<file path="src/rtl/bram_arb_pkg.sv">
// Shared definitions for the BRAM access arbiter: command encodings,
// controller states and default widths.
package bram_arb_pkg;

    localparam int DEF_ADDR_W = 12;
    localparam int DEF_DATA_W = 8;
    localparam int DEF_PERF_W = 16;

    typedef enum logic [1:0] {
        OP_READ  = 2'b00,
        OP_WRITE = 2'b01,
        OP_DUMP  = 2'b10,
        OP_RSVD  = 2'b11
    } op_t;

    typedef enum logic [2:0] {
        IDLE,
        RD_WAIT,
        WR_DONE,
        DUMP,
        DRAIN
    } state_t;

endpackage

</file>
<file path="src/rtl/bram_access_arbiter_if.sv">
// Command port of one requester: a held request with op/address/length/data,
// answered by one-cycle ack and done pulses plus the read result.
interface bram_access_arbiter_if
    import bram_arb_pkg::*;
#(
    parameter int ADDR_W = DEF_ADDR_W,
    parameter int DATA_W = DEF_DATA_W
);
    logic              req;
    logic [1:0]        op;
    logic [ADDR_W-1:0] addr;
    logic [ADDR_W-1:0] len;
    logic [DATA_W-1:0] wdata;
    logic              ack;
    logic              done;
    logic [DATA_W-1:0] rdata;

    modport master (output req, op, addr, len, wdata, input ack, done, rdata);
    modport slave  (input req, op, addr, len, wdata, output ack, done, rdata);
endinterface

</file>
<file path="src/rtl/bram_arb_skid.sv">
// Two-entry skid buffer holding {tlast, tdata} between the RAM read port and
// the stream output. The head entry drives the stream; occupancy feeds the
// read-issue gate in the controller.
module bram_arb_skid
    import bram_arb_pkg::*;
#(
    parameter int DATA_W = DEF_DATA_W
) (
    input  logic              clk,
    input  logic              reset,
    input  logic              push,
    input  logic [DATA_W-1:0] push_data,
    input  logic              push_last,
    input  logic              pop,
    output logic [DATA_W-1:0] head_data,
    output logic              head_last,
    output logic              head_valid,
    output logic [1:0]        occ
);
    logic [DATA_W:0] entry0;
    logic [DATA_W:0] entry1;
    logic [1:0]      count;

    // Push/pop bookkeeping; entry0 is always the head of the queue.
    always_ff @(posedge clk or posedge reset) begin
        // NOTE: the entries are reset, unlike a RAM array, because entry0 drives
        // m_axis_tdata/tlast directly and those must read 0 out of reset.
        if (reset) begin
            entry0 <= '0;
            entry1 <= '0;
            count  <= 2'd0;
        end else begin
            case ({push, pop})
                2'b10: begin
                    if (count == 2'd0) entry0 <= {push_last, push_data};
                    else               entry1 <= {push_last, push_data};
                    count <= count + 2'd1;
                end
                2'b01: begin
                    entry0 <= entry1;
                    count  <= count - 2'd1;
                end
                2'b11: begin
                    if (count == 2'd1) begin
                        entry0 <= {push_last, push_data};
                    end else begin
                        entry0 <= entry1;
                        entry1 <= {push_last, push_data};
                    end
                end
                default: ;
            endcase
        end
    end

    assign head_valid = (count != 2'd0);
    assign head_data  = entry0[DATA_W-1:0];
    assign head_last  = entry0[DATA_W];
    assign occ        = count;

endmodule

</file>
<file path="src/rtl/bram_access_arbiter.sv">
// Round-robin arbiter sharing one byte-wide block RAM between two command
// requesters. Sequences single-byte reads/writes and multi-byte dumps that
// stream out on an AXI4-Stream master.
// Optional performance counters are built when BRAM_ARB_PERF_EN is defined.
module bram_access_arbiter
    import bram_arb_pkg::*;
#(
    parameter int ADDR_W = DEF_ADDR_W,
    parameter int DATA_W = DEF_DATA_W,
    parameter int PERF_W = DEF_PERF_W
) (
    input  logic                 clk,
    input  logic                 reset,
    bram_access_arbiter_if.slave r0,
    bram_access_arbiter_if.slave r1,
    output logic [ADDR_W-1:0]    mem_addr,
    output logic                 mem_we,
    output logic [DATA_W-1:0]    mem_wdata,
    input  logic [DATA_W-1:0]    mem_rdata,
    output logic [DATA_W-1:0]    m_axis_tdata,
    output logic                 m_axis_tvalid,
    output logic                 m_axis_tlast,
    output logic                 m_axis_tid,
    input  logic                 m_axis_tready,
    output logic                 busy,
    input  logic                 perf_clr,
    output logic [PERF_W-1:0]    perf_gnt0,
    output logic [PERF_W-1:0]    perf_gnt1,
    output logic [PERF_W-1:0]    perf_stall
);
    state_t            state, state_nxt;
    logic              last_gnt;      // requester granted most recently
    logic              owner;         // requester owning the current command
    logic [ADDR_W-1:0] cur_addr;      // next dump read address
    logic [ADDR_W-1:0] remaining;     // dump reads still to issue
    logic              inflight;      // a RAM read returns data this cycle
    logic              inflight_last;
    logic [DATA_W-1:0] rdata0_q, rdata1_q;

    logic              grant, grant_sel;
    op_t               gnt_op;
    logic [ADDR_W-1:0] gnt_addr, gnt_len;
    logic [DATA_W-1:0] gnt_wdata;
    logic              issue, issue_last, done_pulse;
    logic              pop, head_last;
    logic [1:0]        occ;
    logic [2:0]        fill;

    // Pick a requester in IDLE; on contention the one not granted last wins.
    always_comb begin
        grant     = 1'b0;
        grant_sel = 1'b0;
        if (state == IDLE && !reset) begin
            if (r0.req && r1.req) begin
                grant     = 1'b1;
                grant_sel = ~last_gnt;
            end else if (r0.req) begin
                grant     = 1'b1;
            end else if (r1.req) begin
                grant     = 1'b1;
                grant_sel = 1'b1;
            end
        end
    end

    assign gnt_op    = op_t'(grant_sel ? r1.op : r0.op);
    assign gnt_addr  = grant_sel ? r1.addr  : r0.addr;
    assign gnt_len   = grant_sel ? r1.len   : r0.len;
    assign gnt_wdata = grant_sel ? r1.wdata : r0.wdata;

    // Slots the skid buffer will hold after this cycle's pop, counting the
    // read already in flight; a new read may only be issued below two.
    assign pop  = m_axis_tvalid && m_axis_tready;
    assign fill = {1'b0, occ} - {2'b00, pop} + {2'b00, inflight};

    // Next state, RAM port and done pulse.
    always_comb begin
        // NOTE: every output of this block gets a default first, so no path
        // can leave one unassigned and infer a latch.
        state_nxt  = state;
        mem_addr   = '0;
        mem_we     = 1'b0;
        mem_wdata  = '0;
        issue      = 1'b0;
        issue_last = 1'b0;
        done_pulse = 1'b0;
        case (state)
            IDLE: begin
                if (grant) begin
                    mem_addr = gnt_addr;
                    case (gnt_op)
                        OP_READ:  state_nxt = RD_WAIT;
                        OP_WRITE: begin
                            mem_we    = 1'b1;
                            mem_wdata = gnt_wdata;
                            state_nxt = WR_DONE;
                        end
                        OP_DUMP: begin
                            // The first beat is read in the grant cycle itself.
                            issue      = 1'b1;
                            issue_last = (gnt_len == '0);
                            state_nxt  = (gnt_len == '0) ? DRAIN : DUMP;
                        end
                        default: begin
                            mem_addr  = '0;
                            state_nxt = WR_DONE;
                        end
                    endcase
                end
            end
            RD_WAIT, WR_DONE: begin
                done_pulse = 1'b1;
                state_nxt  = IDLE;
            end
            DUMP: begin
                if (fill < 3'd2) begin
                    issue      = 1'b1;
                    mem_addr   = cur_addr;
                    issue_last = (remaining == ADDR_W'(1));
                    if (remaining == ADDR_W'(1)) state_nxt = DRAIN;
                end
            end
            DRAIN: begin
                if (pop && head_last) begin
                    done_pulse = 1'b1;
                    state_nxt  = IDLE;
                end
            end
            default: state_nxt = IDLE;
        endcase
    end

    // Controller registers: state, arbitration pointer, dump progress, read results.
    always_ff @(posedge clk or posedge reset) begin
        // NOTE: sequential state uses non-blocking assignments so every register
        // samples the pre-edge values regardless of statement order.
        if (reset) begin
            state         <= IDLE;
            last_gnt      <= 1'b1;
            owner         <= 1'b0;
            cur_addr      <= '0;
            remaining     <= '0;
            inflight      <= 1'b0;
            inflight_last <= 1'b0;
            rdata0_q      <= '0;
            rdata1_q      <= '0;
        end else begin
            state         <= state_nxt;
            inflight      <= issue;
            inflight_last <= issue_last;
            if (grant) begin
                last_gnt  <= grant_sel;
                owner     <= grant_sel;
                cur_addr  <= gnt_addr + ADDR_W'(1);
                remaining <= gnt_len;
            end else if (issue) begin
                cur_addr  <= cur_addr + ADDR_W'(1);
                remaining <= remaining - ADDR_W'(1);
            end
            if (state == RD_WAIT) begin
                if (owner) rdata1_q <= mem_rdata;
                else       rdata0_q <= mem_rdata;
            end
        end
    end

    bram_arb_skid #(.DATA_W(DATA_W)) u_skid (
        .clk        (clk),
        .reset      (reset),
        .push       (inflight),
        .push_data  (mem_rdata),
        .push_last  (inflight_last),
        .pop        (pop),
        .head_data  (m_axis_tdata),
        .head_last  (head_last),
        .head_valid (m_axis_tvalid),
        .occ        (occ)
    );

    assign m_axis_tlast = head_last;
    assign m_axis_tid   = owner;
    assign busy         = (state != IDLE);

    // Read data is forwarded during the done cycle, then held from the register.
    assign r0.ack   = grant && !grant_sel;
    assign r1.ack   = grant &&  grant_sel;
    assign r0.done  = done_pulse && !owner;
    assign r1.done  = done_pulse &&  owner;
    assign r0.rdata = (state == RD_WAIT && !owner) ? mem_rdata : rdata0_q;
    assign r1.rdata = (state == RD_WAIT &&  owner) ? mem_rdata : rdata1_q;

`ifdef BRAM_ARB_PERF_EN
    logic [PERF_W-1:0] gnt0_cnt, gnt1_cnt, stall_cnt;

    // Saturating event counters; a clear wins over a same-cycle increment.
    always_ff @(posedge clk or posedge reset) begin
        if (reset) begin
            gnt0_cnt  <= '0;
            gnt1_cnt  <= '0;
            stall_cnt <= '0;
        end else if (perf_clr) begin
            gnt0_cnt  <= '0;
            gnt1_cnt  <= '0;
            stall_cnt <= '0;
        end else begin
            if (grant && !grant_sel && gnt0_cnt != '1) gnt0_cnt <= gnt0_cnt + PERF_W'(1);
            if (grant &&  grant_sel && gnt1_cnt != '1) gnt1_cnt <= gnt1_cnt + PERF_W'(1);
            if (m_axis_tvalid && !m_axis_tready && stall_cnt != '1)
                stall_cnt <= stall_cnt + PERF_W'(1);
        end
    end

    assign perf_gnt0  = gnt0_cnt;
    assign perf_gnt1  = gnt1_cnt;
    assign perf_stall = stall_cnt;
`else
    logic perf_unused;
    assign perf_unused = perf_clr;
    assign perf_gnt0   = '0;
    assign perf_gnt1   = '0;
    assign perf_stall  = '0;
`endif

endmodule

</file>
<file path="src/flat_wrapper.sv">
// flat-port wrapper written by rule: the top's interface ports become plain ports
module bram_access_arbiter_flat import bram_arb_pkg::*;
#(
    parameter int ADDR_W = DEF_ADDR_W,
    parameter int DATA_W = DEF_DATA_W,
    parameter int PERF_W = DEF_PERF_W
)
  (clk, reset, mem_addr, mem_we, mem_wdata, mem_rdata, m_axis_tdata, m_axis_tvalid, m_axis_tlast, m_axis_tid, m_axis_tready, busy, perf_clr, perf_gnt0, perf_gnt1, perf_stall, r0_req, r0_op, r0_addr, r0_len, r0_wdata, r0_ack, r0_done, r0_rdata, r1_req, r1_op, r1_addr, r1_len, r1_wdata, r1_ack, r1_done, r1_rdata);
  bram_access_arbiter_if #(.ADDR_W(ADDR_W), .DATA_W(DATA_W)) r0_i ();
  bram_access_arbiter_if #(.ADDR_W(ADDR_W), .DATA_W(DATA_W)) r1_i ();
  input  logic clk;
  input  logic reset;
  output logic [ADDR_W-1:0] mem_addr;
  output logic mem_we;
  output logic [DATA_W-1:0] mem_wdata;
  input  logic [DATA_W-1:0] mem_rdata;
  output logic [DATA_W-1:0] m_axis_tdata;
  output logic m_axis_tvalid;
  output logic m_axis_tlast;
  output logic m_axis_tid;
  input  logic m_axis_tready;
  output logic busy;
  input  logic perf_clr;
  output logic [PERF_W-1:0] perf_gnt0;
  output logic [PERF_W-1:0] perf_gnt1;
  output logic [PERF_W-1:0] perf_stall;
  input wire logic [$bits(r0_i.req)-1:0] r0_req;
  input wire logic [$bits(r0_i.op)-1:0] r0_op;
  input wire logic [$bits(r0_i.addr)-1:0] r0_addr;
  input wire logic [$bits(r0_i.len)-1:0] r0_len;
  input wire logic [$bits(r0_i.wdata)-1:0] r0_wdata;
  output wire logic [$bits(r0_i.ack)-1:0] r0_ack;
  output wire logic [$bits(r0_i.done)-1:0] r0_done;
  output wire logic [$bits(r0_i.rdata)-1:0] r0_rdata;
  input wire logic [$bits(r1_i.req)-1:0] r1_req;
  input wire logic [$bits(r1_i.op)-1:0] r1_op;
  input wire logic [$bits(r1_i.addr)-1:0] r1_addr;
  input wire logic [$bits(r1_i.len)-1:0] r1_len;
  input wire logic [$bits(r1_i.wdata)-1:0] r1_wdata;
  output wire logic [$bits(r1_i.ack)-1:0] r1_ack;
  output wire logic [$bits(r1_i.done)-1:0] r1_done;
  output wire logic [$bits(r1_i.rdata)-1:0] r1_rdata;
  assign r0_i.req = r0_req;
  assign r0_i.op = r0_op;
  assign r0_i.addr = r0_addr;
  assign r0_i.len = r0_len;
  assign r0_i.wdata = r0_wdata;
  assign r0_ack = r0_i.ack;
  assign r0_done = r0_i.done;
  assign r0_rdata = r0_i.rdata;
  assign r1_i.req = r1_req;
  assign r1_i.op = r1_op;
  assign r1_i.addr = r1_addr;
  assign r1_i.len = r1_len;
  assign r1_i.wdata = r1_wdata;
  assign r1_ack = r1_i.ack;
  assign r1_done = r1_i.done;
  assign r1_rdata = r1_i.rdata;
  bram_access_arbiter #(.ADDR_W(ADDR_W), .DATA_W(DATA_W), .PERF_W(PERF_W)) u_core (.clk(clk), .reset(reset), .r0(r0_i), .r1(r1_i), .mem_addr(mem_addr), .mem_we(mem_we), .mem_wdata(mem_wdata), .mem_rdata(mem_rdata), .m_axis_tdata(m_axis_tdata), .m_axis_tvalid(m_axis_tvalid), .m_axis_tlast(m_axis_tlast), .m_axis_tid(m_axis_tid), .m_axis_tready(m_axis_tready), .busy(busy), .perf_clr(perf_clr), .perf_gnt0(perf_gnt0), .perf_gnt1(perf_gnt1), .perf_stall(perf_stall));
endmodule
</file>
<file path="config.mk">
export PLATFORM = sky130hd
export DESIGN_NAME = bram_access_arbiter_flat
export DESIGN_NICKNAME = d
export VERILOG_FILES = /design/src/rtl/bram_arb_pkg.sv /design/src/rtl/bram_access_arbiter_if.sv /design/src/rtl/bram_arb_skid.sv /design/src/rtl/bram_access_arbiter.sv /design/src/flat_wrapper.sv
export SDC_FILE = /design/constraint.sdc
export NUM_CORES = 1
export LEC_CHECK = 0
export CAP_MARGIN = 20
export CORE_UTILIZATION = 44
export DETAILED_ROUTE_END_ITERATION = 8
export HOLD_SLACK_MARGIN = 0.03
export PLACE_DENSITY = 0.83
export SLEW_MARGIN = 20
export SYNTH_ARGS = -nofsm -noshare
export SYNTH_HDL_FRONTEND = slang
export SYNTH_SLANG_ARGS = --single-unit
</file>
<file path="constraint.sdc">
create_clock -name clk -period 4.6 [get_ports clk]
set_clock_uncertainty 0.1 [all_clocks]
set_input_delay 0.92 -clock clk [delete_from_list [all_inputs] [get_ports clk]]
set_output_delay 0.92 -clock clk [all_outputs]
set_load 0.02 [all_outputs]
</file>
---- Word-level counts from Yosys, hierarchy flattened ----
Cells that the tools add are included.
cells by class
  bitwise operators ....................... 2
  reduce and logical (&&, ||, !) cells .... 30
  equal/unequal tests ..................... 18
  muxes and demuxes ....................... 51
  magnitude comparators ................... 1
  add/sub/neg operators ................... 7
operators by type and width
  kind                   number
  $mux 12                9
  $mux 8                 6
  $mux 9                 4
  $pmux 9 s3             1
  $add 12x1->12 const B  2
  $pmux 12 s2            1
  $pmux 9 s2             1
  $mux 1                 17
  $mux 3                 5
  $eq 12x1->1 const B    1
  $logic_not 12->1       1
  $sub 12x1->12 const B  1
  $logic_and 1x1->1      10
  $pmux 3 s3             1
  $ne 2x1->1 const B     4
  $reduce_bool 2->1      4
  $eq 2x1->1 const B     3
  $eq 2x2->1 const B     3
  $eq 3x2->1 const B     2
  $ne 2x2->1 const B     3
  $pmux 1 s2             3
  $pmux 3 s2             1
  $reduce_and 2->1       3
  $reduce_bool 3->1      2
  other kinds (17)       21
word-level totals
  word-level logic and storage cells ...... 121
  flip-flop bits (word level) ............. 67

---- Depth between registers and ports, before layout ----
Gate-level depths: netlist of the first run.
  depth after elaboration ................. 11
  gate-level depth with buffers ........... 14
  gate-level depth less buffers ........... 13

---- Hierarchy ----
A second synthesis of the first run with hierarchy kept.
unflattened totals
  cells, all modules ...................... 544
  area, all modules ....................... 4765.8 µm²
modules (own cells, without submodules)
  module               area an instance (µm²)  sequential area each (µm²)  times used  cells an instance
  bram_access_arbiter  3717.3                  1177.4                      1           445
  bram_arb_skid        1048.5                  500.5                       1           99

---- Worst setup path before layout of the first run ----
Ideal clock, no wire load.
  kind .................................... in2out
  start ................................... in m_axis_tready
  end ..................................... out mem_addr[10]
  cell stages on the path ................. 11
  path slack .............................. 0.205 ns
  arrival ................................. 3.375 ns
  path through ............................ nor2b_1 > ha_1 > nand2b_1 > fa_1 > xnor2_1 > nand2_1 > nor2_1 > clkbuf_1 > clkbuf_1 > a21oi_1 > nor2_1
on the way
  word-level cells in the longest chain between the ends .. 6
RTL lines
  what                line                        source
  start: declaration  flat_wrapper.sv:21          input logic m_axis_tready;
  $logic_and 1x1->1   bram_access_arbiter.sv:73   assign pop = m_axis_tvalid && m_axis_tready;
  $sub 2x1->3         bram_access_arbiter.sv:74   assign fill = {1'b0, occ} - {2'b00, pop} + {2'b00, inflight};
  $add 3x1->3         bram_access_arbiter.sv:74
  $lt 3x2->1          bram_access_arbiter.sv:116  if (fill < 3'd2) begin
  $mux 12             bram_access_arbiter.sv:116
  $pmux 12 s2         bram_access_arbiter.sv:87   case (state)
  end: declaration    flat_wrapper.sv:13          output logic [ADDR_W-1:0] mem_addr;
Every way passes these cells.

---- Final worst setup path of the first run ----
  start ................................... in m_axis_tready
  end ..................................... out mem_addr[11]
Same word-level chain as after synthesis.

==> run metrics, run 1 <==
status finished, final reports clean; Worst path slowest cell clkdlybuf4s50_1; Internal 1820 µW; most used cell, CP nand2_1; Top Family by Delay on Critical Path buffers and inverters; Leakage Power 0.002645 µW; Seq/Total Area, Yosys 36.79%; vias per cell 5.495; clk slew on worst S/H paths approximately 0.080 ns; post-DP HPWL between 9 and 10 mm; Core Util, Final about 62%; RSZ-0062 raised after global routing false; Worst Reg-to-Reg Cells 14; Critical Path RT about 3.6 ns; Detailed Routing Iterations Pass 1 5; # Post-CTS Setup Buffers 0; sw power approximately 1200 µW; Critical Path End Type primary output; Yosys top cell by area dfrtp_1; crit path to mem_addr[11]; clk_lat worst skew approximately 0.34 ns; most frequent cell after synthesis nand2_1; R2R Path End u_core.cur_addr[11]$_DFFE_PP0P_; FF+latch count, synth 67; Yosys top cell area share 36.21%; total wire length around 13 mm; Port Buf Inserts between 100 and 150; CTS tree built; syn avg cell area 8.804 µm²; power share of the sequential group 32.3%; Ports 183; Setup crit start m_axis_tready; initial antenna violation count 0; number of global-route vias before repair 4416; CP Buf/Inv Count 3; Worst Slack Setup Final 0.2243 ns; worst-path fanout max 7; CP arrival 3.36 ns; cts hold-fix bufs 0; die width 103.8 µm; Ys Warns 0; Finished Layout Cells ~800; asr flop ratio synth 100.0%; relative slew slack between 30% and 40%; Iter 0 DRT Violations about 320; Syn Inst Count 518; Clock Power Share between 10% and 20%; Max rail drop VDD around 280 µV; worst min path class reg2reg; fmax 228.5 MHz; Switching Fraction between 30 and 40%; Placed Cells around 780; slowest stage delay, CP 0.45 ns; Final GP Congestion 0.9766; share of layout cells above drive strength 1 between 10% and 20%; Placement Cell Area 5934 µm²; Final Max Slew Viols 0; Global Route Usage Sum 23.95%; final hold viol count 0; clk sinks 67; top post-synthesis cells by area dfrtp_1 (36%), buf_4 (7.9%), nand2_1 (6.4%), mux2_2 (6.2%), o21ai_0 (4.0%); r2r setup slk 1.24 ns; period utilization 95.12%; Place WS -0.2486 ns; Max Cap Violations 0; count of cell types in the netlist slightly below 60; Initial Util 46.02%; die height 103.8 µm; top_reg_cell synth dfrtp_1; fin nets 752; TritonCTS buffer count 9; largest net degree at the start of global routing 36; cell area after synthesis about 4600 µm²; drt drc 0; hold slack 0.3926 ns; Levels on crit path 12; row count 36; kind of critical path in2out; # H-tree levels 3; vias post-DR between 4000 and 5000; crit-path cells clkdlybuf4s50_1, nor2b_2, ha_1, nand2b_1, fa_1, xnor2_2, nand2_1, nor2_2, buf_4, nand2_1, o31ai_1, clkbuf_2; Design Area, Final 6140 µm²; die area 10780 µm²; Setup crit start kind primary input; global-route wire length before repair between 20 and 25 mm; Comb power frac 49.3%; Post-synth EDFFs 0; Root Buffer clkbuf_8; R2R Path Start u_core.u_skid.occ[1]$_DFFE_PP0N_; min cycle time layout 4.376 ns; Area Growth Syn to Fin 34.62%; grt ovf 0; Final Setup Violations 0; CORE AREA slightly below 10000 µm²; worst-margin pin slew 0.9603 ns; wire per inst 15.98 µm; pwr dens between 400 and 500 nW/µm²; number of diodes 0; Routed Antenna Nets 0; Max Root-Sink Buffers 2; most frequent cells after synthesis nand2_1 (78), dfrtp_1 (66), buf_4 (48), o21ai_0 (36), a21oi_1 (26)
-- worst min path at each step --
stage / slack, ns / cells past startpoint / startpoint / to
2_1_floorplan: 0.37 / 2 / u_core.remaining[7]$_DFFE_PP0P_ / u_core.remaining[7]$_DFFE_PP0P_
3_3_place_gp: 0.36 / 2 / u_core.u_skid.entry0[5]$_DFFE_PP0P_ / u_core.u_skid.entry0[5]$_DFFE_PP0P_
3_5_place_dp: 0.37 / 2 / u_core.u_skid.entry0[4]$_DFFE_PP0P_ / u_core.u_skid.entry0[4]$_DFFE_PP0P_
4_1_cts: 0.39 / 2 / u_core.u_skid.entry0[4]$_DFFE_PP0P_ / u_core.u_skid.entry0[4]$_DFFE_PP0P_
5_1_grt: 0.42 / 1 / u_core.rdata1_q[1]$_DFFE_PP0P_ / u_core.rdata1_q[1]$_DFFE_PP0P_
6_report: 0.39 / 2 / u_core.u_skid.entry0[4]$_DFFE_PP0P_ / u_core.u_skid.entry0[4]$_DFFE_PP0P_
-- power by group through the flow --
stage	Clock, µW	Sequential, µW	Combinational, µW
6_report	558	978	1490
3_5_place_dp	0	982	1470
4_1_cts	561	972	1480
3_3_place_gp	0	964	1430
5_1_grt	587	1010	1620
2_1_floorplan	0	985	912
-- per-stage QoR --
step	total power (µW)	setup TNS (ns)
after CTS	3012	0
after global placement	2396	-1.894
after global routing	3218	0
after detailed placement	2454	-2.134
final	3030	0
after floorplan	1897	0
-- cells in the final DEF, fill, tap and decap left out, types with 5 or more instances in the layout --
cell type / count
dfrtp_1: 66
clkbuf_2: 6
mux2i_1: 7
a31oi_1: 7
a22oi_1: 17
nor2_1: 24
nand4_1: 5
nand2b_1: 5
nor3_1: 6
conb_1: 48
o21ai_0: 35
inv_1: 14
a21oi_1: 25
buf_4: 23
nand2_1: 78
o22ai_1: 5
nor4_1: 9
clkbuf_8: 9
xnor2_1: 12
a32oi_1: 7
nand3_1: 11
clkdlybuf4s50_1: 121
and3_1: 7
ha_1: 9
mux2_2: 25
-- registers in the layout (all words and copies together) (netlist names) --
name,cells
u_core.m_axis_tid,1
u_core.last_gnt,1
u_core.rdata1_q,8
u_core.cur_addr,12
u_core.inflight_last,1
u_core.remaining,12
u_core.inflight,1
u_core.state,3
u_core.u_skid.occ,2
u_core.u_skid.entry0,9
u_core.rdata0_q,8
u_core.u_skid.entry1,9
-- cells by family (layout without fill, tap and decap cells) --
family	count (synthesis)	after routing	synth area share, %
and+or+nand+nor	167	167	17.67
AOI/OAI and AO/OA	136	136	19.64
buffers and inverters	87	187	11.69
DFF	67	67	36.79
muxes	33	33	7.956
xor gates and xnor gates	17	17	3.265
adders and majority gates	10	10	2.908
other	1	48	0.08223
-- cell type report --
cell class | instances | area [µm²]
multi-input combinational | 411 | 2550
inverter | 15 | 56.30
clock buffer | 9 | 123.9
clock inverter | 7 | 100.1
tap | 133 | 166.4
sequential | 67 | 1678
fill | 832 | 3770
timing repair buffer | 156 | 1465
-- layer usage --
layer  vias up  part of all wire (%)  global-route usage (%)
met3        21                   8.8                   5.223
met5         -                     0                       0
met1      2078                    40                   29.00
met4         0                   1.2                   7.653
li1       2051                     -                       -
met2       235                    50                   42.14
-- worst reg2reg max path, cell delays in order, from the launching register on --
cell	delay [ns]
dfrtp_1	0.46
inv_1	0.10
ha_1	0.25
nor2b_2	0.16
ha_1	0.25
nand2b_1	0.16
fa_1	0.41
xnor2_2	0.16
nand2_1	0.11
nor2_2	0.14
buf_4	0.18
nand2_1	0.08
or4b_1	0.46
o21ai_0	0.09
a22oi_1	0.10
-- repair_timing --
item	CTS	global route
resized for setup	12	29
setup endpoints to repair	12	21
hold endpoints to repair	0	0
Note: power is estimated with default switching activity, not from simulation.
==> run 2, diff against run 1 <==
- SETUP_SLACK_MARGIN: default -> 0.02
==> run 2 against run 1 <==
Effect of this change: worst setup slack hardly changed; non-clock buffer count stayed put; utilization stayed put; sequential share of layout area stayed put; critical path depth stayed put; routed wire length is 0.14% higher; clock-buffer cell count stayed put; highest routed layer unchanged; power hardly changed.
==> run metrics, run 2 (same netlist as run 1, synthesis figures left out) <==
status finished, final reports clean; hold path cells 2 (unchanged); cts hold-fix bufs 0 (unchanged); Largest regs u_core.cur_addr (12), u_core.remaining (12); fillcell total 832 (unchanged); most used cell, CP nand2_1; Initial Util 46.02% (unchanged); row count 36 (unchanged); clk_lat worst skew 0.34 ns (about the same); Critical Path End Type primary output; die height 103.8 µm (unchanged); Iter 0 DRT Violations 319 (unchanged); post-DP HPWL 9.607 mm (unchanged); Placement Cell Area 5934 µm² (unchanged); grt peak-use layer met2; commonest non-fill, non-tap cell in the layout clkdlybuf4s50_1; drt drc 0 (unchanged); die area 10780 µm² (unchanged); Routed Antenna Nets 0 (unchanged); Leakage Power 0.002645 µW (unchanged); Sequential cell area 1678 µm² (unchanged); total wire length 12.77 mm (+0.14%); Multi-input gate area 2550 µm² (unchanged); final hold viol count 0 (unchanged); Root Buffer clkbuf_8; Design Area, Final 6140 µm² (unchanged); number of diodes 0 (unchanged); Max Cap Violations 0 (unchanged); Area Growth Syn to Fin 34.62% (unchanged); Global Route Usage Sum 23.95% (unchanged); fmax 228.5 MHz (about the same); Final Max Slew Viols 0 (unchanged); Max Root-Sink Buffers 2 (unchanged); Setup crit start kind primary input; global-route wire length before repair 21.09 mm (unchanged); worst-path fanout max 7 (unchanged); relative slew slack 35.98% (unchanged); largest net degree at the start of global routing 36 (unchanged); grt ovf 0 (unchanged); clk sinks 67 (unchanged); met1 Usage GRT 29.00% (unchanged); Worst path slowest cell clkdlybuf4s50_1; commonest cells after routing, fill and taps aside clkdlybuf4s50_1 (121), nand2_1 (78), dfrtp_1 (66), conb_1 (48), o21ai_0 (35); slowest stage delay, CP 0.45 ns (about the same); die width 103.8 µm (unchanged); Worst Slack Setup Final 0.2244 ns (+0.0001600 ns); CP arrival 3.36 ns (about the same); kind of critical path in2out; met3 Usage GRT 5.223% (unchanged); Port Buf Inserts 133 (unchanged); Worst Reg-to-Reg Cells 14 (unchanged); Final GP Congestion 0.9766 (unchanged); worst-margin pin slew 0.9603 ns (unchanged); Detailed Routing Iterations Pass 1 5 (unchanged); hold slack 0.3926 ns (unchanged); Place WS -0.2486 ns (unchanged); pwr dens 493.5 nW/µm² (about the same); period utilization 95.12% (about the same); Pwr Total 3030 µW (about the same); initial antenna violation count 0 (unchanged); Max rail drop VDD 284.6 µV (about the same); # H-tree levels 3 (unchanged); TritonCTS buffer count 9 (unchanged); Ports 183 (unchanged); RSZ-0062 raised after global routing false; crit-path cells clkdlybuf4s50_1, nor2b_2, ha_1, nand2b_1, fa_1, xnor2_2, nand2_1, nor2_2, buf_4, nand2_1, o31ai_1, clkbuf_2; clk slew on worst S/H paths 0.08 ns (about the same); wire per inst 16.00 µm (+0.14%); fin nets 752 (unchanged); share of layout cells above drive strength 1 13.38% (unchanged); number of global-route vias before repair 4416 (unchanged); vias per cell 5.501 (+0.11%); worst min path class reg2reg; Final Setup Violations 0 (unchanged); min cycle time layout 4.376 ns (-0.0001600 ns); CTS tree built; GR Util met2 42.14% (unchanged); Critical Path RT 3.58 ns (about the same); CORE AREA 9910 µm² (unchanged); vias post-DR 4390 (+0.11%)
==> run 2: area by class of cell <==
type / count / share of cell area [%]
multi-input combinational: 411 / 41.53
sequential: 67 / 27.33
timing repair buffer: 156 / 23.86
tap: 133 / 2.710
clock buffer: 9 / 2.018
clock inverter: 7 / 1.630
inverter: 15 / 0.9171
==> run 2: power by group <==
part	total, µW	internal [µW]	leakage [µW]	switching, µW
logic	1490	688	0.00170	806
registers	978	823	0.000832	155
clock network	557	309	0.000114	249
==> run 2: path summary, 6_finish.rpt <==
path                       slack, ns                           startpoint                                   to
max                             0.22                        m_axis_tready                         mem_addr[11]
max reg2reg                     1.24     u_core.u_skid.occ[1]$_DFFE_PP0N_      u_core.cur_addr[11]$_DFFE_PP0P_
min in group asynchronous       1.00                                reset          u_core.state[1]$_DFFE_PP0P_
max in group asynchronous       2.51                                reset     u_core.u_skid.occ[0]$_DFFE_PP0N_
min                             0.39  u_core.u_skid.entry0[4]$_DFFE_PP0P_  u_core.u_skid.entry0[4]$_DFFE_PP0P_
min reg2reg                     0.39  u_core.u_skid.entry0[4]$_DFFE_PP0P_  u_core.u_skid.entry0[4]$_DFFE_PP0P_
==> run 2: layer usage <==
metal  up-vias  part of all wire [%]
met5         -                     0
met4         0                   1.1
met3        16                   8.5
met2       241                    51
met1      2085                    40
li1       2048                     -
==> run 2: critical path: cells and delay by family <==
kind,cells,cell delay [ns]
AO/OA/AOI/OAI,1,0.10
AND/OR/NAND/NOR,5,0.65
adder cells (fa/ha/maj),2,0.66
buffers and inverters,3,0.86
XOR/XNOR,1,0.16
==> run 2: metrics by stage <==
stage | utilization [%] | TNS, ns | std cells
detailed placement | 59.89 | -2.134 | 782
CTS | 61.99 | 0 | 798
global placement | 59.89 | -1.894 | 782
finish | 61.96 | 0 | 798
floorplan | - | 0 | 565
global route | 61.96 | 0 | 798
==> run 2: what timing repair did <==
item,4_1_cts,5_1_grt
resized for setup,12,29
setup buffers,0,0
pin swaps,0,0
endpoints found under the hold margin,0,0
endpoints found under the setup margin,12,21
==> run 3, diff against run 2 <==
- CAP_MARGIN: 20 -> 40
- CORE_UTILIZATION: 44 -> 45
- CTS_BUF_LIST: default -> sky130_fd_sc_hd__clkbuf_4 sky130_fd_sc_hd__clkbuf_8
- PLACE_DENSITY: 0.83 -> 0.85
==> run 3 against run 2 <==
Effect of this change: flip-flop and latch count stayed put; global-route usage is 1.4 points higher; die area is 2.2% lower; non-clock buffer count is 3 lower; largest power group unchanged; power is 0.97% lower; sequential power hardly changed; cell count is 0.38% lower.
==> run metrics, run 3 (same netlist as run 1, synthesis figures left out) <==
status finished, final reports clean; Global Route Usage Sum 25.39% (+1.4 points); Worst path slowest cell clkdlybuf4s50_1; Top Family by Delay on Critical Path buffers and inverters; Pwr Total 3000 µW (-0.97%); worst-margin pin slew 0.8026 ns (-0.1577 ns); sw power 1227 µW (+1.4%); Iter 0 DRT Violations 291 (-8.8%); RSZ-0062 raised after global routing false; hold_sp u_core.u_skid.entry0[7]$_DFFE_PP0P_; clk sinks 67 (unchanged); die area 10540 µm² (-2.2%); clk_lat worst skew 0.35 ns (about the same); cts hold-fix bufs 0 (unchanged); Comb power frac 50.3% (+1.0 points); Ports 183 (unchanged); # Post-CTS Setup Buffers 0 (unchanged); drt drc 0 (unchanged); Switching Fraction 40.89% (+0.97 points); wire per inst 16.61 µm (+3.8%); Final GP Congestion 0.9372 (-4.0%); Design Area, Final 6112 µm² (-0.45%); row count 36 (unchanged); Critical Path End Type primary output; Internal 1774 µW (-2.6%); Largest regs u_core.cur_addr (12), u_core.remaining (12); vias post-DR 4485 (+2.2%); # H-tree levels 3 (unchanged); CP Buf/Inv Count 3 (unchanged); commonest non-fill, non-tap cell in the layout clkdlybuf4s50_1; Core Util, Final 62.25% (+0.29 points); Final Max Slew Viols 0 (unchanged); number of diodes 0 (unchanged); R2R Path Start u_core.u_skid.occ[1]$_DFFE_PP0N_; Routed Antenna Nets 0 (unchanged); vias per cell 5.642 (+2.5%); share of layout cells above drive strength 1 12.69% (-0.69 points); most used cell, CP nand2_1; relative slew slack 46.29% (+10 points); min cycle time layout 4.461 ns (+0.08547 ns); worst-path fanout max 20 (+13); CP arrival 3.44 ns (+0.08 ns); Leakage Power 0.002616 µW (-1.1%); Max Root-Sink Buffers 2 (unchanged); R2R Path End u_core.cur_addr[11]$_DFFE_PP0P_; CORE AREA 9819 µm² (-0.91%); TritonCTS buffer count 9 (unchanged); Detailed Routing Iterations Pass 1 5 (unchanged); Initial Util 46.44% (+0.42 points); post-route setup TNS 0 ns (unchanged); number of global-route vias before repair 4195 (-5.0%); worst min path class reg2reg; power share of the sequential group 32.5% (+0.2 points); CTS tree built; Worst Hold Endpoint u_core.u_skid.entry0[7]$_DFFE_PP0P_; commonest cells after routing, fill and taps aside clkdlybuf4s50_1 (121), nand2_1 (78), dfrtp_1 (66), conb_1 (48), o21ai_0 (35); Final Setup Violations 0 (unchanged); r2r setup slk 1.24 ns (about the same); Max Cap Violations 0 (unchanged); grt ovf 0 (unchanged); pwr dens 490.9 nW/µm² (-0.53%); die height 102.7 µm (-1.1%); Worst Reg-to-Reg Cells 14 (unchanged); kind of critical path in2out; Placement Cell Area 5917 µm² (-0.30%); fin nets 749 (-0.40%); largest net degree at the start of global routing 41 (+14%); period utilization 96.98% (+1.9 points); Setup crit start kind primary input; global-route wire length before repair 20.46 mm (-3.0%); Root Buffer clkbuf_8; Port Buf Inserts 133 (unchanged); Clock Power Share 17.1% (-1.3 points); hold slack 0.3949 ns (+0.002293 ns); PostCTS Resize Cnt 26 (+14); Critical Path RT 3.58 ns (about the same); slowest stage delay, CP 0.46 ns (about the same); clk slew on worst S/H paths 0.07 ns (about the same); total wire length 13.20 mm (+3.4%); fmax 224.2 MHz (-1.9%); Max rail drop VDD 243.0 µV (-15%); initial antenna violation count 0 (unchanged); Area Growth Syn to Fin 34.02%; crit-path cells clkdlybuf4s50_1, nor2b_2, ha_1, nand2b_1, fa_1, xnor2_2, nand2_1, nor2_2, buf_12, nand2_1, o31ai_1, clkdlybuf4s15_2; die width 102.7 µm (-1.1%); final hold viol count 0 (unchanged); hold path cells 2 (unchanged); post-DP HPWL 9.944 mm (+3.5%)
==> run 3: changes by cell type in the layout (fill, tap and decap cells not counted), sizes merged <==
cell,change
buf,-5
bufinv,-1
clkdlybuf4s15,+3
clkinv,-1
dlygate4sd2,-1
inv,+2
==> run 3: cell type report <==
cell class                 instances  area, µm²
fill                             847       3707
multi-input combinational        411       2542
sequential                        67       1678
timing repair buffer             153       1463
tap                              133      166.4
clock buffer                       9      123.9
clock inverter                     7      82.58
inverter                          15      56.30
==> run 3: worst min-delay path, delay by kind of cell, from the launching register on <==
family / cells / cell delay [ns]
compound gates: 1 / 0.06
flops: 1 / 0.35
simple gates: 1 / 0.05
==> run 3: per-stage QoR <==
stage	std cells	worst slack, ns
after floorplan	565	0.2052
after global placement	777	-0.2115
after detailed placement	778	-0.3124
after CTS	794	-0.03068
after global routing	795	0.004667
final	795	0.1390
==> run 3: power groups by stage <==
stage                     clock network, µW  registers [µW]  logic [µW]
after floorplan                           0             985         912
after global placement                    0             965        1420
after detailed placement                  0             980        1490
after CTS                               524             973        1490
after global routing                    547            1010        1640
final                                   514             976        1510
==> run 3: how the worst max path moves through the flow <==
stage,start,to,cells after the start
detailed placement,m_axis_tready,mem_addr[11],12
finish,m_axis_tready,mem_addr[0],12
CTS,m_axis_tready,mem_addr[11],12
global route,m_axis_tready,mem_addr[0],12
global placement,m_axis_tready,mem_addr[3],12
floorplan,m_axis_tready,mem_addr[10],11
==> run 3: metal layers <==
layer | wire (µm) | vias up | track usage (%)
met5 | 0 | - | 0
met1 | 5092 | 2154 | 31.50
met2 | 6718 | 251 | 44.15
met4 | 335 | 0 | 10.11
li1 | - | 2045 | -
met3 | 1057 | 35 | 3.932
==> patch 1, RTL diff (settings of run 1) <==
Build with the macro `BRAM_ARB_PERF_EN` defined.
--- a/src/rtl/bram_access_arbiter.sv
+++ b/src/rtl/bram_access_arbiter.sv
@@ -3,4 +3,6 @@
 // stream out on an AXI4-Stream master.
 // Optional performance counters are built when BRAM_ARB_PERF_EN is defined.
+`define BRAM_ARB_PERF_EN
+
 module bram_access_arbiter
     import bram_arb_pkg::*;
Function: changed (a bounded check fails within 4 cycles, from zero or initial values and one cycle with reset high).
==> patch 1 against run 1 <==
- worst setup slack lost 0.035 ns
- sequential cell count is 48 higher
- wire length is 40% higher
- total power rose by 74%
- cell count grew 38%
- sequential share of layout area is 3.5 points higher
- synthesized cell count is 38% higher
- area after synthesis increased by 44%
- design area increased by 52%
==> patch 1: results (changes against run 1) <==
Status
  – Status: completed

Global routing
  – Global-route wire length before repair: 29400 µm (+39%)
  – GR Util All Layers: 23.4% (-0.51 points)
  – Pin count of the biggest net entering global routing: 64 (+78%)
  – Vias in the first global route: 5909 (+34%)

CTS
  – Clk slew on worst S/H paths: 0.06 ns (-0.02 ns)
  – CTS resizes: 14 (+2)
  – Worst skew pair latency: 0.41 ns (+0.07 ns)
  – CTS Root Cell: clkbuf_16
  – H-tree levels: 4 (+1)

Power
  – Leak: 3.90 nW (+47%)
  – Sw frac: 34.9% (-5.0 points)

Critical path
  – Critical path arrival: 3.39 ns (+0.03 ns)
  – Worst Setup SP: reset
  – CP peak stage delay: 0.62 ns (+0.17 ns)
  – End point of the critical path: mem_wdata[7]
  – Worst r2r dst: u_core.cur_addr[9]
  – Flop2flop setup slack: 1.40 ns (+0.16 ns)
  – CP max FO: 12 (+5)

STA
  – PnR worst setup slack: 0.189 ns (-0.0355 ns)
  – Max-slew headroom: 39.3% (+3.3 points)
  – Hold slack: 0.376 ns (-0.0170 ns)

Place
  – Cell Area, Placed: 8640 µm² (+46%)
  – HPWL after detailed placement: 12500 µm (+30%)
  – Placer Congestion: 0.850 (-13%)
  – Number of I/O port buffers: 182 (+37%)

Logic synthesis
  – Post-synthesis mux area share: 6.17% (-1.8 points)
  – Synth Area in Adders: 2.58% (-0.33 points)
  – Seq/Total Area, Yosys: 43.7% (+6.9 points)
  – Post-synth ARST share: 100% (unchanged)
  – Cells after synthesis: 714 (+38%)
  – Post-synth top cells: dfrtp_1 (114), nand2_1 (99), nor2_1 (78), a21oi_1 (45)
  – Post-Synth XOR/XNOR Area: 8.64% (+5.4 points)
  – Complex-gate fraction of the synthesized area: 12.9% (-6.8 points)

Hold path
  – Hold_sp: u_core.u_skid.entry0[3]
  – Hold EP: u_core.u_skid.entry0[3]
  – HP Class: flop to flop

Drt
  – Via count: 5991 (+37%)
  – Initial DRC Count: 253 (-21%)
  – Routed WL: 17900 µm (+40%)

Cells and area
  – Finished Layout Cells: 1101 (+38%)
  – Layout cells sized above 1: 13.2% (-0.19 points)
[patch 1: layer usage]
metal | up-vias | GRT usage [%] | wire length [µm]
li1 | 2874 | - | -
met1 | 2868 | 30.4 | 7860
met2 | 226 | 38.5 | 8600
met3 | 23 | 6.23 | 1170
met4 | 0 | 6.24 | 224
met5 | - | 0 | 0
[patch 1: power by group through the flow]
stage / clock, W / combinational [W] / sequential, W
after floorplan: 0 / 0.00134 / 0.00153
after CTS: 0.00168 / 0.00209 / 0.00153
after detailed placement: 0 / 0.00208 / 0.00154
after global routing: 0.00172 / 0.00227 / 0.00157
after global placement: 0 / 0.00204 / 0.00153
final: 0.00166 / 0.00207 / 0.00153
[patch 1: final cells by class]
type	count	area, µm²
clock inverter	12	273
clock buffer	20	467
multi-input combinational	548	3480
tap	184	230
fill	1167	5250
inverter	18	70.1
sequential	115	2880
timing repair buffer	204	1950
==> patch 2, RTL diff (settings of run 1) <==
Made on the original files. Re-encode `state_t` (5 states) as one-hot, 5 bits wide.
--- a/src/rtl/bram_arb_pkg.sv
+++ b/src/rtl/bram_arb_pkg.sv
@@ -14,10 +14,10 @@
     } op_t;
 
-    typedef enum logic [2:0] {
-        IDLE,
-        RD_WAIT,
-        WR_DONE,
-        DUMP,
-        DRAIN
+    typedef enum logic [4:0] {
+        IDLE    = 5'b00001,
+        RD_WAIT = 5'b00010,
+        WR_DONE = 5'b00100,
+        DUMP    = 5'b01000,
+        DRAIN   = 5'b10000
     } state_t;
 
Check against the original RTL: no difference found for any inputs over 4 cycles, from zero or initial values and one cycle with reset high; so few cycles prove little.
==> patch 2 against run 1 <==
- area after synthesis grew 2.3%
- critical path depth fell by 2
- total power decreased by 8.1%
- combinational power shrank 19%
- worst setup slack better by 0.024 ns
- hold slack got worse by 0.020 ns
- sequential share of layout area rose by 0.58 points
- design area increased by 0.92%
- sequential cell count increased by 2
- largest cell class unchanged
- wire length decreased by 6.1%
- count of clock-buffer cells in the layout unchanged
==> patch 2: results (changes against run 1) <==
Status
  – Status: completed

Global routing
  – Met3 usage: 3.68% (-1.5 points)
  – Global-route wire length before repair: 19500 µm (-7.4%)
  – Pin count of the biggest net entering global routing: 71 (+97%)
  – Vias in the first global route: 4174 (-5.5%)
  – Met1 usage: 27.7% (-1.3 points)
  – GR Util All Layers: 22.1% (-1.8 points)
  – Met2 Track Usage GR: 37.8% (-4.3 points)

Cells and area
  – Final nets: 757 (+0.66%)
  – Layout cells sized above 1: 13.0% (-0.40 points)
  – Design area: 6200 µm² (+0.92%)
  – Inserted Diodes: 0 (unchanged)
  – Finished Layout Cells: 806 (+1.0%)
  – Fill cells: 877 (+5.4%)

Critical path
  – Critical path arrival: 3.33 ns (-0.03 ns)
  – CP max FO: 2 (-5)

Logic synthesis
  – Seq/Total Area, Yosys: 37.1% (+0.28 points)
  – Cells after synthesis: 527 (+1.7%)
  – Post-synth top cells: nand2_1 (102), dfrtp_1 (67), buf_4 (48), mux2_2 (30), o21ai_0 (30)
  – Number of library cell types mapped by synthesis: 51 (-14%)
  – Dominant cells by area after synthesis: dfrtp_1 (36%), nand2_1 (8.2%), buf_4 (7.7%)

Drt
  – Routed WL: 12000 µm (-6.1%)
  – Initial DRC Count: 216 (-32%)
  – Via/cell ratio: 5.17 (-5.8%)
  – Met2 Wirelength: 5950 µm (-7.4%)
  – Met3 WL: 642 µm (-43%)
  – Met1 wire length: 5100 µm (+1.3%)

Place
  – Dpl ws: -0.223 ns (+0.0260 ns)
  – HPWL after detailed placement: 9210 µm (-4.1%)
  – Cell Area, Placed: 6020 µm² (+1.4%)
  – Placed Instances: 790 (+1.0%)
  – Placer Congestion: 0.931 (-4.6%)

STA
  – Actual slew at the worst max-slew pin: 1.06 ns (+0.0949 ns)

Power
  – Leak: 2.75 nW (+4.0%)
  – Peak VDD IR: 226 µV (-21%)

CTS
  – # hold bufs at CTS: 0 (unchanged)
  – CTS Root Cell: clkbuf_8
==> patch 2: worst paths after layout <==
| kind | startpoint | endpoint | slack [ns] | cells past startpoint |
|---|---|---|---|---|
| max | m_axis_tready | mem_addr[7] | 0.25 | 10 |
| min | u_core.last_gnt | u_core.last_gnt | 0.37 | 2 |
| max reg2reg | u_core.u_skid.occ[1] | u_core.remaining[10] | 0.82 | 15 |
| min reg2reg | u_core.last_gnt | u_core.last_gnt | 0.37 | 2 |
| max in group asynchronous | reset | u_core.inflight | 2.72 | 3 |
| min in group asynchronous | reset | u_core.rdata0_q[6] | 1.14 | 3 |
==> patch 2: report_power, final <==
part | switching (W) | leakage [nW] | internal, W
registers | 0.000174 | 0.835 | 0.000832
clock network | 0.000256 | 0.115 | 0.000313
logic | 0.000638 | 1.80 | 0.000573
==> patch 2: kinds of logic (layout without fill, tap and decap cells) <==
| group | count (synthesis) | in the layout | synth area share, % |
|---|---|---|---|
| AOI/OAI and AO/OA | 88 | 88 | 11.2 |
| xor gates and xnor gates | 27 | 27 | 5.07 |
| adders and majority gates | 10 | 10 | 2.84 |
| buffers and inverters | 82 | 178 | 10.9 |
| DFF | 69 | 69 | 37.1 |
| muxes | 57 | 57 | 13.1 |
| other | 1 | 48 | 0.0804 |
| and+or+nand+nor | 193 | 193 | 19.7 |
==> patch 2: final cells by class <==
class,instances,share of cell area [%]
clock inverters,7,1.68
inverters,14,0.909
clock buffers,9,2.00
repair buffers,148,22.6
flip-flops and latches,69,27.9
multi-input cells,423,42.2
well taps,136,2.75
==> patch 2: worst max-delay path, delay by kind of cell <==
family                   cells  cell delay [ns]
XOR/XNOR                     1             0.17
AO/OA/AOI/OAI                1             0.21
AND/OR/NAND/NOR              4             0.58
buffers and inverters        2             0.82
adder cells (fa/ha/maj)      2             0.63
